<file path="src/rtl/core_if_fetch_if.sv">
// Fetch-unit bundle: commit redirect, instruction-memory request/response, IFU delivery.
// master = fetch unit; slave = memory, commit and IFU side.
interface core_if_fetch_if #(
    parameter int PC_WIDTH   = 32,
    parameter int INST_WIDTH = 32
);
    logic                  i_pipe_flush_req;
    logic [PC_WIDTH-1:0]   i_flush_pc;
    logic                  o_req_valid;
    logic                  i_req_ready;
    logic [PC_WIDTH-1:0]   o_req_addr;
    logic                  i_rsp_valid;
    logic [INST_WIDTH-1:0] i_rsp_data;
    logic                  i_rsp_err;
    logic                  o_valid;
    logic                  i_ready;
    logic [INST_WIDTH-1:0] o_inst;
    logic [PC_WIDTH-1:0]   o_pc;
    logic                  o_err;

    modport master (
        input  i_pipe_flush_req, i_flush_pc, i_req_ready,
        input  i_rsp_valid, i_rsp_data, i_rsp_err, i_ready,
        output o_req_valid, o_req_addr, o_valid, o_inst, o_pc, o_err
    );

    modport slave (
        output i_pipe_flush_req, i_flush_pc, i_req_ready,
        output i_rsp_valid, i_rsp_data, i_rsp_err, i_ready,
        input  o_req_valid, o_req_addr, o_valid, o_inst, o_pc, o_err
    );
endinterface

</file>
<file path="src/rtl/core_if_fetch.sv">
// Fetch front end: issues word fetches (<=2 in flight), queues responses; request to o_valid in 2 cycles.
// Backpressure: a request is offered only when in-flight plus buffered, minus this cycle's pop, is below 2.
module fifo #(
    parameter int WIDTH = 8,
    parameter int DEPTH = 2
) (
    input  logic                         clk,
    input  logic                         rst_n,
    input  logic                         clr,
    input  logic                         wr_vld,
    input  logic [WIDTH-1:0]             wr_dat,
    input  logic                         rd_vld,
    output logic [WIDTH-1:0]             rd_dat,
    output logic [$clog2(DEPTH+1)-1:0]   cnt
);
    localparam int AW = (DEPTH > 1) ? $clog2(DEPTH) : 1;
    localparam int CW = $clog2(DEPTH + 1);

    logic [WIDTH-1:0] mem_q [DEPTH];
    logic [WIDTH-1:0] mem_d [DEPTH];
    logic [AW-1:0]    wr_ptr_q, wr_ptr_d, rd_ptr_q, rd_ptr_d;
    logic [CW-1:0]    cnt_q, cnt_d;

    function automatic logic [AW-1:0] ptr_inc(input logic [AW-1:0] p);
        ptr_inc = (p == AW'(DEPTH - 1)) ? '0 : p + 1'b1;
    endfunction

    // Callers guarantee no write when full and no read when empty.
    always_comb begin
        mem_d    = mem_q;
        wr_ptr_d = wr_ptr_q;
        rd_ptr_d = rd_ptr_q;
        cnt_d    = cnt_q;
        if (clr) begin
            wr_ptr_d = '0;
            rd_ptr_d = '0;
            cnt_d    = '0;
        end else begin
            if (wr_vld) begin
                mem_d[wr_ptr_q] = wr_dat;
                wr_ptr_d        = ptr_inc(wr_ptr_q);
            end
            if (rd_vld) begin
                rd_ptr_d = ptr_inc(rd_ptr_q);
            end
            cnt_d = cnt_q + CW'(wr_vld) - CW'(rd_vld);
        end
    end

    always_ff @(posedge clk or negedge rst_n) begin
        if (!rst_n) begin
            mem_q    <= '{default: '0};
            wr_ptr_q <= '0;
            rd_ptr_q <= '0;
            cnt_q    <= '0;
        end else begin
            mem_q    <= mem_d;
            wr_ptr_q <= wr_ptr_d;
            rd_ptr_q <= rd_ptr_d;
            cnt_q    <= cnt_d;
        end
    end

    assign rd_dat = mem_q[rd_ptr_q];
    assign cnt    = cnt_q;
endmodule

module core_if_fetch #(
    parameter int                  PC_WIDTH   = 32,
    parameter int                  INST_WIDTH = 32,
    parameter logic [PC_WIDTH-1:0] RESET_PC   = 32'h8000_0000
) (
    input  logic            clk,
    input  logic            rst_n,
    core_if_fetch_if.master bus
);
    typedef struct packed {
        logic [INST_WIDTH-1:0] inst;
        logic [PC_WIDTH-1:0]   pc;
        logic                  err;
    } meta_t;

    logic [PC_WIDTH-1:0] fetch_pc_q, fetch_pc_d;
    logic [1:0]          drop_q, drop_d;
    logic [1:0]          inflight;
    logic [1:0]          cnt;
    logic [2:0]          credit_used;
    logic [PC_WIDTH-1:0] pcq_head;
    meta_t               wr_ent;
    meta_t               head;
    logic                flush, pop, req_fire, rsp_acc, rsp_keep;

    assign flush       = bus.i_pipe_flush_req;
    assign pop         = bus.o_valid & bus.i_ready;
    assign credit_used = {1'b0, inflight} + {1'b0, cnt} - {2'b00, pop};

    // i_ready reaches o_req_valid combinationally so a full pipe still fetches every cycle.
    assign bus.o_req_valid = rst_n & ~flush & (credit_used < 3'd2);
    assign bus.o_req_addr  = fetch_pc_q;

    assign req_fire = bus.o_req_valid & bus.i_req_ready;
    assign rsp_acc  = bus.i_rsp_valid & (inflight != 2'd0);
    assign rsp_keep = rsp_acc & (drop_q == 2'd0);

    // PC queue: its occupancy is the in-flight count, kept across flushes so stale
    // responses still retire their PC entry.
    fifo #(.WIDTH(PC_WIDTH), .DEPTH(2)) u_pcq (
        .clk    (clk),
        .rst_n  (rst_n),
        .clr    (1'b0),
        .wr_vld (req_fire),
        .wr_dat (fetch_pc_q),
        .rd_vld (rsp_acc),
        .rd_dat (pcq_head),
        .cnt    (inflight)
    );

    assign wr_ent = '{inst: bus.i_rsp_data, pc: pcq_head, err: bus.i_rsp_err};

    fifo #(.WIDTH($bits(meta_t)), .DEPTH(2)) u_instq (
        .clk    (clk),
        .rst_n  (rst_n),
        .clr    (flush),
        .wr_vld (rsp_keep),
        .wr_dat (wr_ent),
        .rd_vld (pop),
        .rd_dat (head),
        .cnt    (cnt)
    );

    always_comb begin
        fetch_pc_d = fetch_pc_q;
        drop_d     = drop_q;
        if (flush) begin
            fetch_pc_d = bus.i_flush_pc;
            drop_d     = inflight - {1'b0, rsp_acc};
        end else begin
            if (req_fire) begin
                fetch_pc_d = fetch_pc_q + PC_WIDTH'(4);
            end
            if (rsp_acc && (drop_q != 2'd0)) begin
                drop_d = drop_q - 2'd1;
            end
        end
    end

    always_ff @(posedge clk or negedge rst_n) begin
        if (!rst_n) begin
            fetch_pc_q <= RESET_PC;
            drop_q     <= '0;
        end else begin
            fetch_pc_q <= fetch_pc_d;
            drop_q     <= drop_d;
        end
    end

    assign bus.o_valid = (cnt != 2'd0);
    assign bus.o_inst  = head.inst;
    assign bus.o_pc    = head.pc;
    assign bus.o_err   = head.err;
endmodule
</file>
<file path="src/flat_wrapper.sv">
// flat-port wrapper written by rule: the top's interface ports become plain ports
module core_if_fetch_flat 
#(
    parameter int                  PC_WIDTH   = 32,
    parameter int                  INST_WIDTH = 32,
    parameter logic [PC_WIDTH-1:0] RESET_PC   = 32'h8000_0000
)
  (clk, rst_n, bus_i_pipe_flush_req, bus_i_flush_pc, bus_i_req_ready, bus_i_rsp_valid, bus_i_rsp_data, bus_i_rsp_err, bus_i_ready, bus_o_req_valid, bus_o_req_addr, bus_o_valid, bus_o_inst, bus_o_pc, bus_o_err);
  core_if_fetch_if #(.PC_WIDTH(PC_WIDTH), .INST_WIDTH(INST_WIDTH)) bus_i ();
  input  logic clk;
  input  logic rst_n;
  input wire logic [$bits(bus_i.i_pipe_flush_req)-1:0] bus_i_pipe_flush_req;
  input wire logic [$bits(bus_i.i_flush_pc)-1:0] bus_i_flush_pc;
  input wire logic [$bits(bus_i.i_req_ready)-1:0] bus_i_req_ready;
  input wire logic [$bits(bus_i.i_rsp_valid)-1:0] bus_i_rsp_valid;
  input wire logic [$bits(bus_i.i_rsp_data)-1:0] bus_i_rsp_data;
  input wire logic [$bits(bus_i.i_rsp_err)-1:0] bus_i_rsp_err;
  input wire logic [$bits(bus_i.i_ready)-1:0] bus_i_ready;
  output wire logic [$bits(bus_i.o_req_valid)-1:0] bus_o_req_valid;
  output wire logic [$bits(bus_i.o_req_addr)-1:0] bus_o_req_addr;
  output wire logic [$bits(bus_i.o_valid)-1:0] bus_o_valid;
  output wire logic [$bits(bus_i.o_inst)-1:0] bus_o_inst;
  output wire logic [$bits(bus_i.o_pc)-1:0] bus_o_pc;
  output wire logic [$bits(bus_i.o_err)-1:0] bus_o_err;
  assign bus_i.i_pipe_flush_req = bus_i_pipe_flush_req;
  assign bus_i.i_flush_pc = bus_i_flush_pc;
  assign bus_i.i_req_ready = bus_i_req_ready;
  assign bus_i.i_rsp_valid = bus_i_rsp_valid;
  assign bus_i.i_rsp_data = bus_i_rsp_data;
  assign bus_i.i_rsp_err = bus_i_rsp_err;
  assign bus_i.i_ready = bus_i_ready;
  assign bus_o_req_valid = bus_i.o_req_valid;
  assign bus_o_req_addr = bus_i.o_req_addr;
  assign bus_o_valid = bus_i.o_valid;
  assign bus_o_inst = bus_i.o_inst;
  assign bus_o_pc = bus_i.o_pc;
  assign bus_o_err = bus_i.o_err;
  core_if_fetch #(.PC_WIDTH(PC_WIDTH), .INST_WIDTH(INST_WIDTH), .RESET_PC(RESET_PC)) u_core (.clk(clk), .rst_n(rst_n), .bus(bus_i));
endmodule
</file>
<file path="config.mk">
export PLATFORM = sky130hd
export DESIGN_NAME = core_if_fetch_flat
export DESIGN_NICKNAME = d
export VERILOG_FILES = /design/src/rtl/core_if_fetch_if.sv /design/src/rtl/core_if_fetch.sv /design/src/flat_wrapper.sv
export SDC_FILE = /design/constraint.sdc
export NUM_CORES = 1
export LEC_CHECK = 0
export CAP_MARGIN = 40
export CELL_PAD_IN_SITES_DETAIL_PLACEMENT = 1
export CELL_PAD_IN_SITES_GLOBAL_PLACEMENT = 2
export CORE_MARGIN = 2
export CORE_UTILIZATION = 36
export DETAILED_ROUTE_END_ITERATION = 6
export PLACE_DENSITY_LB_ADDON = 0.25
export SLEW_MARGIN = 20
export SYNTH_ARGS = -nofsm -noshare
export SYNTH_HDL_FRONTEND = slang
export SYNTH_SLANG_ARGS = --single-unit
</file>
<file path="constraint.sdc">
create_clock -name clk -period 4.43 [get_ports clk]
set_input_delay 0.886 -clock clk [delete_from_list [all_inputs] [get_ports clk]]
set_output_delay 0.886 -clock clk [all_outputs]
set_load 0.02 [all_outputs]
</file>
==> results of run 1 <==
## kinds of logic after synthesis
family	count (synthesis)	synth area share (%)
multiplexers	226	23.5
XOR/XNOR	16	1.32
buffers and inverters	66	2.81
AO/OA/AOI/OAI	129	7.14
AND/OR/NAND/NOR	190	8.50
adder cells (fa/ha/maj)	9	1.13
flip-flops	236	55.6
## flip-flops by register name (all words and copies together) (netlist names), 2 cells and up
| register | cells |
|---|---|
| u_core.u_pcq.cnt | 2 |
| u_core.u_instq.cnt | 2 |
| u_core.drop_q | 2 |
| u_core.bus.o_req_addr | 32 |
| u_core.u_instq.mem_q | 130 |
| u_core.u_pcq.mem_q | 64 |
## final cells by class
| type | count | area [um^2] | area share [%] |
|---|---|---|---|
| Clock inverter | 9 | 124 | 0.903 |
| Inverter | 17 | 63.8 | 0.465 |
| Clock buffer | 41 | 841 | 6.13 |
| Multi-Input combinational cell | 570 | 4440 | 32.3 |
| Sequential cell | 236 | 5910 | 43.1 |
| Tap cell | 384 | 480 | 3.50 |
| Timing Repair Buffer | 182 | 1860 | 13.6 |
## layer usage
| layer | part of all wire (%) | wire (um) |
|---|---|---|
| met1 | 50 | 13300 |
| met2 | 44 | 11600 |
| met3 | 4.2 | 1120 |
| met4 | 1.5 | 387 |
| met5 | 0 | 0 |
## synth_stat cells, types with 2 or more instances
cell and count:
o311ai_0 9, and2_1 2, nand3_1 18, a21oi_1 71
or2_2 2, a211o_1 2, mux2_2 192, xor2_1 7
o211ai_1 12, xnor2_1 9, nor2_1 85, dfrtp_1 235
nor3_1 5, mux2i_1 34, buf_6 2, o21ai_0 21
nor2b_1 3, buf_2 17, nor4_1 2, clkbuf_1 26
or3_1 3, inv_1 15, ha_1 8, nor4_4 2
a31oi_1 3, nand2_1 51, buf_4 4, nand4_1 6
or4_1 2
## placed cells by master, fill, tap and decap left out, types with 2 or more instances in the layout
cell and n:
bufinv_16 3, xnor2_1 9, clkbuf_1 5, o311ai_0 9, a211o_1 2, or3_1 3, and2_1 2, a31oi_1 3
or4_1 2, xor2_1 7, dfrtp_2 2, or2_2 2, dfrtp_1 233, nand4_1 6, clkdlybuf4s50_1 167, mux2i_1 34
nor2b_1 3, nor2_1 85, buf_4 7, nand2_1 51, nor3_1 5, buf_12 6, ha_1 8, clkbuf_16 29
nor4_1 2, o21ai_0 21, clkinv_2 5, o211ai_1 12, mux2_2 192, inv_1 15, clkbuf_8 7, nand3_1 18
a21oi_1 71, nor4_4 2
## per-stage QoR
step / total power, W / util (%)
floorplan: 0.00568 / -
global placement: 0.00712 / 44.2
detailed placement: 0.00721 / 44.2
CTS: 0.00966 / 47.5
global route: 0.0101 / 47.5
finish: 0.00951 / 47.5
## critical path: cells and delay by family
family / cells / cell delay (ps)
buffers and inverters: 2 / 1130
adders and majority gates: 1 / 380
xor gates and xnor gates: 2 / 330
and+or+nand+nor: 2 / 280
## where the power goes
part | internal, W | switching, W | leakage [nW]
sequential | 0.00294 | 0.000500 | 3.01
combinational | 0.00192 | 0.00177 | 2.54
clock | 0.00148 | 0.000892 | 0.480
## worst min path at each step
stage                           startpoint                   endpoint  slack, ps  depth (start not counted)
finish                               rst_n   u_core.u_instq.mem_q[55]        250                          1
floorplan           u_core.u_pcq.mem_q[20]     u_core.u_pcq.mem_q[20]        450                          2
global route                         rst_n  u_core.u_instq.mem_q[121]        260                          1
CTS                                  rst_n  u_core.u_instq.mem_q[121]        240                          1
detailed placement  u_core.u_pcq.mem_q[23]     u_core.u_pcq.mem_q[23]        470                          2
global placement    u_core.u_pcq.mem_q[23]     u_core.u_pcq.mem_q[23]        460                          2
==> flow_summary.yaml, run 1 <==
run_status:
  run_status: "finished clean"
clocking:
  postCtsSetupRepairBufs: 0
  post_cts_resized: 0
  cts_tree: "done"
  cts-root-buf: "clkbuf_16"
  hold_buffers: 0
  clock_latency_ps: 530
  numClockSinks: 236
  cts-buffers-inserted: 28
  clkTransAtPathRegs_ps: 60
  ctsHtreeMaxLevel: 1
  cts_buffer_depth: 3
floorplanning:
  die_h_um: 176
  rows: 62
  core_area_um2: 28900
  num_io_pins: 170
  dieWidth_um: 176
  die_area_um2: 30900
  start_util_pct: 36.8
routing:
  drtIter0Drc: 291
  avgRoutedWirePerCell_um: 18.4
  drcViolationCount: 0
  vias: 7297
  routed_via_density: 5.07
  ant_nets: 0
  dr.pass1.iters: 4
  wirelength_um: 26500
yosys:
  yosysUniqueCellTypes: 53
  ys_top_cells_by_area: "dfrtp_1 (55%), mux2_2 (20%), a21oi_1 (3.3%)"
  ys_seq_elements: 236
  synth.top_cell.area_share_pct: 55.3
  syn_area_per_cell_um2: 12.2
  synth_nets: 952
  synth_top_area_cell: "dfrtp_1"
  synth_cells: 872
  synth_enable_flop_cells: 0
  yosysWarnings: 0
  seq_area_frac_synth_pct: 55.6
  syn_area_um2: 10600
  async_flop_share_pct: 100
  synthFlopType: "dfrtp_1"
sta:
  max_freq_mhz: 257
  worst_slew_pin_slew_ps: 808
  hold_violations: 0
  fin_ws_ps: 538
  grt_setup_unrepaired: "no"
  maxSlewHeadroom_pct: 46.1
  fin_worst_skew_ps: 9.85
  drv_slew: 0
  setup_tns_ps: 0
  finalCritPeriodShare_pct: 87.9
  setup_violations: 0
  hold_ws_ps: 250
  fin_crit_ps: 3890
placed_design:
  place.gp.congestion: 0.733
  dp_hpwl_um: 17200
  io_buffers: 169
  dp.cells: 1389
  postPlaceCellArea_um2: 12800
  place_ws_ps: 514
worst_setup_path:
  critPathCaptureType: "output pin"
  timing.critical_path.from: "bus_i_ready"
  ff2ff_path_depth: 10
  timing.rr.start: "u_core.u_instq.cnt[0]"
  max_stage_delay_ps: 630
  path_class: "input port to output pin"
  startpoint_type: "input port"
  required_ps: 3540
  worstPathCellList: "clkdlybuf4s50_1 -> xor2_1 -> nand2_1 -> fa_1 -> xnor2_1 -> nor3_1 -> clkdlybuf4s50_1"
  worstReg2RegEnd: "u_core.bus.o_req_addr[26]"
  ff2ff_setup_slack_ps: 1330
  cp_max_fo: 2
  cp_data_arrival_time_ps: 3010
  cp-endpoint: "bus_o_req_valid"
  cp_slowest_cell: "clkdlybuf4s50_1"
  crit_top_cell: "clkdlybuf4s50_1"
grt:
  use_met1_pct: 26.3
  grt_pass1_wl_um: 43400
  grt_pass1_vias: 7691
  top_usage_layer: "met2"
  grt_max_degree: 152
  gr-usage-met3_pct: 2.32
  grt_usage_pct: 17.4
  grt_remaining_overflow: 0
  met2_usage_pct: 26.6
  antenna_found_initial: 0
power:
  peakVddDrop_uv: 302
  p_leak_nw: 6.03
  power.density_nw_per_um2: 693
finish:
  diodes: 0
  drive_above_1_share_pct: 25.4
  final_area_um2: 13700
  syn_to_final_growth_pct: 29.1
  instances_no_fill: 1439
  nNetsFinal: 1115
  fillers: 3064
worst_hold_path:
  worstHoldPathType: "input port to async pin"
flow_run:
  cap_violations: 0
Note: power is estimated with default switching activity, not from simulation.
==> run 2: changes to the inputs <==
--- a/config.mk
+++ b/config.mk
@@ -5,12 +5,12 @@
 export SDC_FILE = /design/constraint.sdc
 export NUM_CORES = 1
 export LEC_CHECK = 0
-export CAP_MARGIN = 40
 export CELL_PAD_IN_SITES_DETAIL_PLACEMENT = 1
 export CELL_PAD_IN_SITES_GLOBAL_PLACEMENT = 2
 export CORE_MARGIN = 2
 export CORE_UTILIZATION = 36
 export DETAILED_ROUTE_END_ITERATION = 6
+export HOLD_SLACK_MARGIN = 0.06
 export PLACE_DENSITY_LB_ADDON = 0.25
 export SLEW_MARGIN = 20
 export SYNTH_ARGS = -nofsm -noshare
==> results of run 2 <==
Final layout, timing and power as in run 1 (identical DEF).
==> run 3: changes to the inputs <==
--- a/config.mk
+++ b/config.mk
@@ -5,6 +5,7 @@
 export SDC_FILE = /design/constraint.sdc
 export NUM_CORES = 1
 export LEC_CHECK = 0
+export CAP_MARGIN = 25
 export CELL_PAD_IN_SITES_DETAIL_PLACEMENT = 1
 export CELL_PAD_IN_SITES_GLOBAL_PLACEMENT = 2
 export CORE_MARGIN = 2
==> results of run 3 <==
Final layout, timing and power as in run 1 (identical DEF).
==> RTL change: new RTL, config.mk and constraints of run 1 <==
`PC_WIDTH` is set to 32 in 3 places; all go to 64.
--- a/src/rtl/core_if_fetch_if.sv
+++ b/src/rtl/core_if_fetch_if.sv
@@ -3,3 +3,3 @@
 interface core_if_fetch_if #(
-    parameter int PC_WIDTH   = 32,
+    parameter int PC_WIDTH   = 64,
     parameter int INST_WIDTH = 32
--- a/src/rtl/core_if_fetch.sv
+++ b/src/rtl/core_if_fetch.sv
@@ -68,3 +68,3 @@
 module core_if_fetch #(
-    parameter int                  PC_WIDTH   = 32,
+    parameter int                  PC_WIDTH   = 64,
     parameter int                  INST_WIDTH = 32,
--- a/src/flat_wrapper.sv
+++ b/src/flat_wrapper.sv
@@ -3,3 +3,3 @@
 #(
-    parameter int                  PC_WIDTH   = 32,
+    parameter int                  PC_WIDTH   = 64,
     parameter int                  INST_WIDTH = 32,
Interface: changed (resized bus_i_flush_pc, bus_o_pc and bus_o_req_addr); port bits go from 170 to 266. No check against the original RTL was run, so the function may have changed too.
==> RTL change against run 1 <==
- total power increased by 71%
- critical path depth unchanged
- setup slack got worse by 86 ps
- fmax decreased by 2.2%
- via count increased by 84%
- synthesized area increased by 71%
- cell count increased by 75%
- critical endpoint unchanged
- critical path type unchanged
- largest power group unchanged
- final area increased by 69%
- global-route usage increased by 4.1 points
- sequential cell count increased by 160
- clock power increased by 65%
- routed wire length increased by 110%
==> RTL change: results (changes against run 1) <==
run status: finished clean
initial antenna violation count: 2 (+2)
via count: 13420 (+84%)
Synth area leaders: dfrtp_1 54%, mux2_2 17%, a21oi_1 4.1%, mux2i_1 4.0%, nor2_1 3.1%
met3 wire length: 2570 um (+130%)
Synth Area in Compound Gates: 8.547% (+1.4 points)
HPWL after DPL: 36650 um (+110%)
Non-clock buffer share: 12.93% (-0.66 points)
synth cell count leaders: 395 x dfrtp_1, 282 x mux2_2, 152 x nor2_1, 148 x a21oi_1, 84 x nand2_1
Worst-Margin Slew: 958.0 ps (+150.1 ps)
first-pass GRT wire length: 88040 um (+100%)
Gate Count Post-Synth: 1568 (+80%)
Pre-Repair DR Iteration Count: 5 (+1)
clock skew: 17.04 ps (+7.188 ps)
GRT met3 Usage: 4.566% (+2.2 points)
largest net degree at the start of global routing: 167 (+9.9%)
Post-Syn Nets: 1680 (+76%)
Port Buffers: 265 (+57%)
Total Wirelength: 55820 um (+110%)
Signal inverters: 24 (+7)
FF-to-FF setup slack: 1230 ps (-100 ps)
total track usage: 21.53% (+4.1 points)
Adder-Cell Fraction of Synth Area: 0.6601% (-0.47 points)
Diodes inserted: 1 (+1)
synth unique cells: 57 (+7.5%)
Non-clk bufs: 292 (+60%)
clk cell area share: 6.708% (-0.32 points)
Reg2Reg Capture Point: u_core.bus.o_req_addr[63]
vias in the first global route: 14620 (+90%)
area of the multi-input gates: 0.007779 sq mm (+75%)
Ys Warns: 0 (unchanged)
post-synthesis mux area share: 21.41% (-2.1 points)
Psw: 0.005664 W (+79%)
Worst R2R Path Depth: 11 (+1)
#MultiIn Comb: 1043 (+83%)
max reg flops: 194 (+49%)
Post-Synth XOR/XNOR Area: 0.6257% (-0.69 points)
met2 wire len: 26810 um (+130%)
Clock power frac: 24.0% (-0.9 points)
Yosys reg bits: 396 (+68%)
Logic pwr share: 39.1% (+0.3 points)
clkbuf count: 70 (+71%)
Cells after DPL: 2427 (+75%)
Comb group: 0.00635 W (+72%)
Layout fillers: 5321 (+74%)
VDD IR-drop max: 0.2983 mV (-1.3%)
Register Area: 0.009918 sq mm (+68%)
Place WS: 476.7 ps (-37.79 ps)
Clock Latency Late Sink: 570 ps (+40 ps)
Placer Congestion: 0.7502 (+2.3%)
GR Util met1: 28.59% (+2.3 points)
Nets: 1915 (+72%)
met1 WL: 25200 um (+89%)
htree depth: 2 (+1)
Worst EP arrival: 3090 ps (+80 ps)
wire length per cell: 22.22 um (+21%)
Critical Path Start: bus_i_ready
sequential area share after synthesis: 54.47% (-1.1 points)
met2 Use GR: 35.64% (+9.0 points)
share of cells above drive strength 1: 22.19% (-3.2 points)
[RTL change: cell count changes after synthesis, moves of 26 or more]
| cell | run 1 | this run |
|---|---|---|
| nor2_1 | 85 | 152 |
| buf_2 | 17 | 43 |
| dfrtp_1 | 235 | 395 |
| nand2_1 | 51 | 84 |
| nand3_1 | 18 | 51 |
| a21oi_1 | 71 | 148 |
| mux2_2 | 192 | 282 |
| mux2i_1 | 34 | 72 |
| clkbuf_1 | 26 | 57 |
[RTL change: worst max-delay path, cell delays in order]
cell and delay (ps):
clkdlybuf4s50_1 500, xor2_1 140, nand2_1 80, fa_1 390
xnor2_1 160, nor4bb_1 270, clkdlybuf4s50_1 660
[RTL change: through the flow]
stage	hold slack [ps]	area, sq um
3_5_place_dp	470.7	21630
3_3_place_gp	462.2	21570
5_1_grt	164.5	23180
6_report	188.4	23180
4_1_cts	152.2	23180
2_1_floorplan	449.6	18200
